==> config.mk <==
export PLATFORM = sky130hd
export DESIGN_NAME = alu16_sequencer
export DESIGN_NICKNAME = d
export VERILOG_FILES = /design/src/rtl/alu16_pkg.sv /design/src/rtl/alu16_sequencer.sv
export SDC_FILE = /design/constraint.sdc
export NUM_CORES = 1
export LEC_CHECK = 0
export ABC_CLOCK_PERIOD_IN_PS = 3990
export CAP_MARGIN = 20
export CORE_UTILIZATION = 40
export CTS_BUF_LIST = sky130_fd_sc_hd__clkbuf_2 sky130_fd_sc_hd__clkbuf_4 sky130_fd_sc_hd__clkbuf_8
export CTS_CLUSTER_DIAMETER = 120
export DETAILED_ROUTE_END_ITERATION = 8
export PLACE_DENSITY = 0.79
export REMOVE_ABC_BUFFERS = 1
export SLEW_MARGIN = 25
export SYNTH_ARGS = -nofsm -noshare
export SYNTH_HDL_FRONTEND = slang
export SYNTH_SLANG_ARGS = --single-unit
export TNS_END_PERCENT = 20
==> constraint.sdc <==
create_clock -name clk -period 3.99 [get_ports clk]
set_input_delay 0.798 -clock clk [delete_from_list [all_inputs] [get_ports clk]]
set_output_delay 0.798 -clock clk [all_outputs]
set_load 0.02 [all_outputs]
==> src/rtl/alu16_pkg.sv <==
// Shared definitions for the alu16 datapath: function codes, flag bit positions,
// sequencer states and response error bits.
package alu16_pkg;

  typedef enum logic [4:0] {
    ADD = 5'd0, SUB, MUL, DIV, MOD, MVN, OR, AND, ORN, ANDN,
    EOR, EON, REV, LSL, LSR, ASR, NOP, CMP
  } alu_op_e;

  localparam int unsigned ZF = 5;
  localparam int unsigned CO = 4;
  localparam int unsigned CI = 3;
  localparam int unsigned PF = 2;
  localparam int unsigned GF = 1;
  localparam int unsigned LF = 0;

  typedef enum logic [1:0] {
    IDLE = 2'd0,
    EXEC = 2'd1,
    RESP = 2'd2
  } seq_state_e;

  localparam logic [1:0] ERR_NONE    = 2'b00;
  localparam logic [1:0] ERR_DIV0    = 2'b01;
  localparam logic [1:0] ERR_ILLEGAL = 2'b10;

endpackage

==> src/rtl/alu16_sequencer.sv <==
// Request/response sequencer driving a combinational alu16: per-function
// latency budget, divide-by-zero trap and the architectural flags register.
module alu16_sequencer
  import alu16_pkg::*;
#(
  parameter int unsigned CONTROL_ALU = 5,
  parameter int unsigned MUL_CYCLES  = 4,
  parameter int unsigned DIV_CYCLES  = 8
) (
  input  logic                   clk,
  input  logic                   reset,
  input  logic                   req_valid,
  output logic                   req_ready,
  input  logic [CONTROL_ALU-1:0] req_func,
  input  logic [15:0]            req_a,
  input  logic [15:0]            req_b,
  input  logic                   req_use_carry,
  output logic [15:0]            alu_a,
  output logic [15:0]            alu_b,
  output logic [CONTROL_ALU-1:0] alu_func,
  output logic [5:0]             alu_flagsin,
  input  logic [15:0]            alu_y,
  input  logic [5:0]             alu_flagsout,
  output logic                   rsp_valid,
  input  logic                   rsp_ready,
  output logic [15:0]            rsp_y,
  output logic [5:0]             rsp_flags,
  output logic [1:0]             rsp_err,
  output logic [5:0]             flags_q,
  output logic                   busy
);

  if (MUL_CYCLES < 1 || MUL_CYCLES > 15) begin : g_bad_mul
    $error("alu16_sequencer: MUL_CYCLES must be in 1..15");
  end
  if (DIV_CYCLES < 1 || DIV_CYCLES > 15) begin : g_bad_div
    $error("alu16_sequencer: DIV_CYCLES must be in 1..15");
  end

  seq_state_e             state;
  logic [CONTROL_ALU-1:0] op_func;
  logic [15:0]            op_a;
  logic [15:0]            op_b;
  logic                   op_use_carry;
  logic [3:0]             cnt;
  logic [3:0]             lat_sel;
  logic                   req_illegal;
  logic                   req_div0;

  assign req_ready = (state == IDLE);
  assign rsp_valid = (state == RESP);
  assign busy      = (state != IDLE);

  assign alu_a       = op_a;
  assign alu_b       = op_b;
  assign alu_func    = op_func;
  // Without use_carry the carry-in seen by alu16 is forced low.
  assign alu_flagsin = op_use_carry ? flags_q : (flags_q & ~(6'b1 << CI));

  assign req_illegal = (req_func > CONTROL_ALU'(CMP));
  assign req_div0    = ((req_func == CONTROL_ALU'(DIV)) || (req_func == CONTROL_ALU'(MOD)))
                       && (req_b == '0);

  always_comb begin
    lat_sel = 4'd1;
    if (req_func == CONTROL_ALU'(MUL)) begin
      lat_sel = 4'(MUL_CYCLES);
    end else if ((req_func == CONTROL_ALU'(DIV)) || (req_func == CONTROL_ALU'(MOD))) begin
      lat_sel = 4'(DIV_CYCLES);
    end
  end

  always_ff @(posedge clk) begin
    if (reset) begin
      state        <= IDLE;
      op_func      <= '0;
      op_a         <= '0;
      op_b         <= '0;
      op_use_carry <= 1'b0;
      cnt          <= '0;
      rsp_y        <= '0;
      rsp_flags    <= '0;
      rsp_err      <= '0;
      flags_q      <= '0;
    end else begin
      case (state)
        IDLE: begin
          if (req_valid) begin
            op_func      <= req_func;
            op_a         <= req_a;
            op_b         <= req_b;
            op_use_carry <= req_use_carry;
            if (req_illegal) begin
              rsp_y     <= '0;
              rsp_flags <= '0;
              rsp_err   <= ERR_ILLEGAL;
              state     <= RESP;
            end else if (req_div0) begin
              rsp_y     <= '1;
              rsp_flags <= flags_q;
              rsp_err   <= ERR_DIV0;
              state     <= RESP;
            end else begin
              cnt   <= lat_sel;
              state <= EXEC;
            end
          end
        end
        EXEC: begin
          cnt <= cnt - 4'd1;
          if (cnt == 4'd1) begin
            rsp_y     <= alu_y;
            rsp_flags <= alu_flagsout;
            rsp_err   <= ERR_NONE;
            if (op_func != CONTROL_ALU'(NOP)) begin
              flags_q <= alu_flagsout;
            end
            state <= RESP;
          end
        end
        RESP: begin
          if (rsp_ready) begin
            state <= IDLE;
          end
        end
        default: state <= IDLE;
      endcase
    end
  end

endmodule
==> qor.yml <==
overflow: 0
place_ws_ps: 988.4
relSlewSlack_pct: 54.39
place_congestion: 0.8464
htree_num_levels: 3
grt_max_degree: 47
crit_slowest_cell: "o211ai_4"
fin_ws_ps: 1288
ys_warn_count: 0
finalCriticalPeriod_ps: 2702
path_cells: "clkdlybuf4s50_1, nor4_1, nand4_1, o211ai_4, and2_0, a311oi_2"
drt_iter0_drc: 132
crit_path_start: "req_b[0]"
irDropWorstVdd_v: 0.0001884
timing.rr.end: "rsp_y[11]"
drive_gt1_share_pct: 8.081
synth_top_family_by_area: "compound AO/OA/AOI/OAI gates"
ys_ff_latch: 74
critPathKind: "in2reg"
powerDensity_nw_per_um2: 416.2
die_h_um: 90.57
crit_path_max_incr_delay_ps: 450
finalMaxSlewViolations: 0
cts_sinks: 74
dieArea_um2: 8203
clkTransAtPathRegs_ps: 70
synth_compound_area_share_pct: 23.64
pwr-share-clk_pct: 30.1
path_max_fanout: 15
cp.arrival_ps: 2900
antennaDiodeCount: 0
cts_tree: "done"
track_usage_pct: 21.14
cts_post_setup_buffers_inserted: 0
clockBufferDepth: 2
endpoint: "rsp_flags[4]"
hpwl_um: 6063
final_hold_viol_count: 0
p_sw_uw: 591.9
num_vias: 3023
status: "completed"
via_per_inst: 5.089
worst_pin_slew_ps: 684.1
syn_area_per_cell_um2: 8.504
grt_pass1_wl_um: 13970
syn-cell-area_um2: 3138
portBuffers: 139
antenna_found_initial: 0
reg2regPathDepth: 4
synthCells: 369
cts_resized: 0
wl_per_cell_um: 14.16
hold_path.class: "reg2reg"
yosysSeqAreaShare_pct: 47.21
r2r_slack_ps: 1480
chipWidth_um: 90.57
cp-end-kind: "register"
wl_um: 8414
r2r_start: "state[1]"
nets: 556
first_global_vias: 2880
fmax_mhz: 370.1
rsz0062_at_grt: "no"
synth_cell_type_count: 45
fillers: 652
coreArea_um2: 7408
initial_core_util_pct: 42.36
cts_buffers: 9
clock_skew_ps: 10.81
setup-tns-final_ps: 0
drtPass1Iterations: 4
synthXorXnorAreaFrac_pct: 0
insertion_delay_ps: 340
required_ps: 4190
p_sw_share_pct: 30.26
fin_crit_sh_pct: 67.71
combPwrFrac_pct: 26.8
rows: 31
p_leak_uw: 0.001699
synthAdderAreaFrac_pct: 0.7974
p_int_uw: 1364
setup_viol_count_final: 0
startpoint_type: "primary input"
sequentialPowerShare_pct: 43.1
maxCapViolCount: 0
drc: 0
muxShareOfSynthArea_pct: 1.914
io_pins: 140
hold_buffers: 0
root_buffer: "clkbuf_8"
ant_nets: 0
yosys.area_share.simple_pct: 19.78
areaGrowthSynthToFinish_pct: 49.76
==> critical path, delay by kind of cell <==
kind                   cells  cell delay (ps)
AO/OA/AOI/OAI              2              600
buffers and inverters      1              430
AND/OR/NAND/NOR            3             1060
==> how the worst min path moves through the flow <==
stage	cells past startpoint	slack [ps]	to	startpoint
3_3_place_gp	2	440	op_use_carry	op_use_carry
5_1_grt	2	480	alu_a[3]	alu_a[3]
4_1_cts	2	460	alu_a[7]	alu_a[7]
6_report	2	450	alu_b[3]	alu_b[3]
2_1_floorplan	2	430	op_use_carry	op_use_carry
3_5_place_dp	2	450	alu_a[7]	alu_a[7]
==> sequential cells by signal, indices dropped and copies added, names as in the netlist <==
register and count:
rsp_flags 6, rsp_y 16, flags_q 6, cnt 4
alu_a 16, op_use_carry 1, rsp_err 2, alu_b 16
alu_func 5, state 2
==> cell families (layout without fill, tap and decap cells) <==
kind of cell             Yosys count  after routing
AND/OR/NAND/NOR                  144            144
flip-flops                        74             74
multiplexers                       6              6
buffers and inverters             37            163
adder cells (fa/ha/maj)            2              2
AO/OA/AOI/OAI                    106            106
==> layer usage <==
layer	GRT usage [%]	part of all wire, %	vias up
met5	0	0	-
met4	8.065	1.8	0
met3	5.640	7.8	15
met2	34.15	47	116
met1	26.82	43	1384
li1	-	-	1508
==> power by group through the flow <==
stage	sequential (µW)	combinational [µW]	clock, µW
floorplan	929	189	0
global placement	857	515	0
detailed placement	859	526	0
CTS	843	527	605
global route	852	567	644
finish	843	524	588
==> layout make-up <==
cell class / count / area [µm²] / share of cell area, %
sequential: 74 / 1481 / 31.52
multi-input combinational: 258 / 1455 / 30.96
timing repair buffer: 143 / 1416 / 30.14
clock buffer: 11 / 145.1 / 3.088
tap: 99 / 123.9 / 2.636
clock inverter: 5 / 62.56 / 1.331
inverter: 4 / 15.01 / 0.3195
==> layout by cell type, fill, tap and decap left out, drive strengths merged, types with 5 or more instances in the layout <==
master | netlist | routed
clkbuf | 16 | 11
inv | 4 | 5
a21oi | 64 | 64
dfxtp | 74 | 74
nand2 | 104 | 104
o21ai | 5 | 5
nor4 | 5 | 5
mux2i | 6 | 6
a311oi | 6 | 6
buf | 17 | 5
nor2 | 12 | 12
nand3 | 6 | 6
clkdlybuf4s50 | 0 | 138
a211oi | 18 | 18
==> metrics by stage <==
stage / instances / utilization, % / power (µW) / hold WS, ps / cell area [µm²]
floorplan: 336 / - / 1118 / 425.7 / 2944
global placement: 578 / 60.56 / 1372 / 437.2 / 4487
detailed placement: 578 / 60.56 / 1385 / 446.7 / 4487
CTS: 594 / 63.37 / 1975 / 457.8 / 4695
global route: 594 / 63.44 / 2063 / 476.3 / 4700
finish: 594 / 63.44 / 1956 / 454.4 / 4700
==> synth_stat cells (all sizes together) <==
master / n / area (µm²)
or4: 1 / 7.510
o211a: 1 / 10.01
nor4: 5 / 31.28
o211ai: 1 / 21.27
a32o: 2 / 20.02
a311oi: 6 / 65.06
nand2: 104 / 390.4
o22ai: 2 / 12.51
nor2b: 4 / 25.02
ha: 2 / 25.02
o21a: 2 / 15.01
and3b: 1 / 8.760
dfxtp: 74 / 1481
or3: 1 / 6.260
nor3: 1 / 5.000
and2: 3 / 18.77
nand4: 1 / 6.260
nor2: 12 / 47.55
buf: 17 / 123.9
a31oi: 1 / 6.260
nor3b: 1 / 12.51
mux2i: 6 / 60.06
o31ai: 1 / 21.27
a21boi: 2 / 26.28
nand2b: 2 / 12.51
inv: 4 / 15.01
a211oi: 18 / 175.2
o21ai: 5 / 40.04
nand3: 6 / 30.03
clkbuf: 16 / 70.06
a21oi: 64 / 320.3
a221oi: 1 / 8.760
or3b: 1 / 11.26
and2b: 1 / 7.510
(Power assumes the default switching activity.)
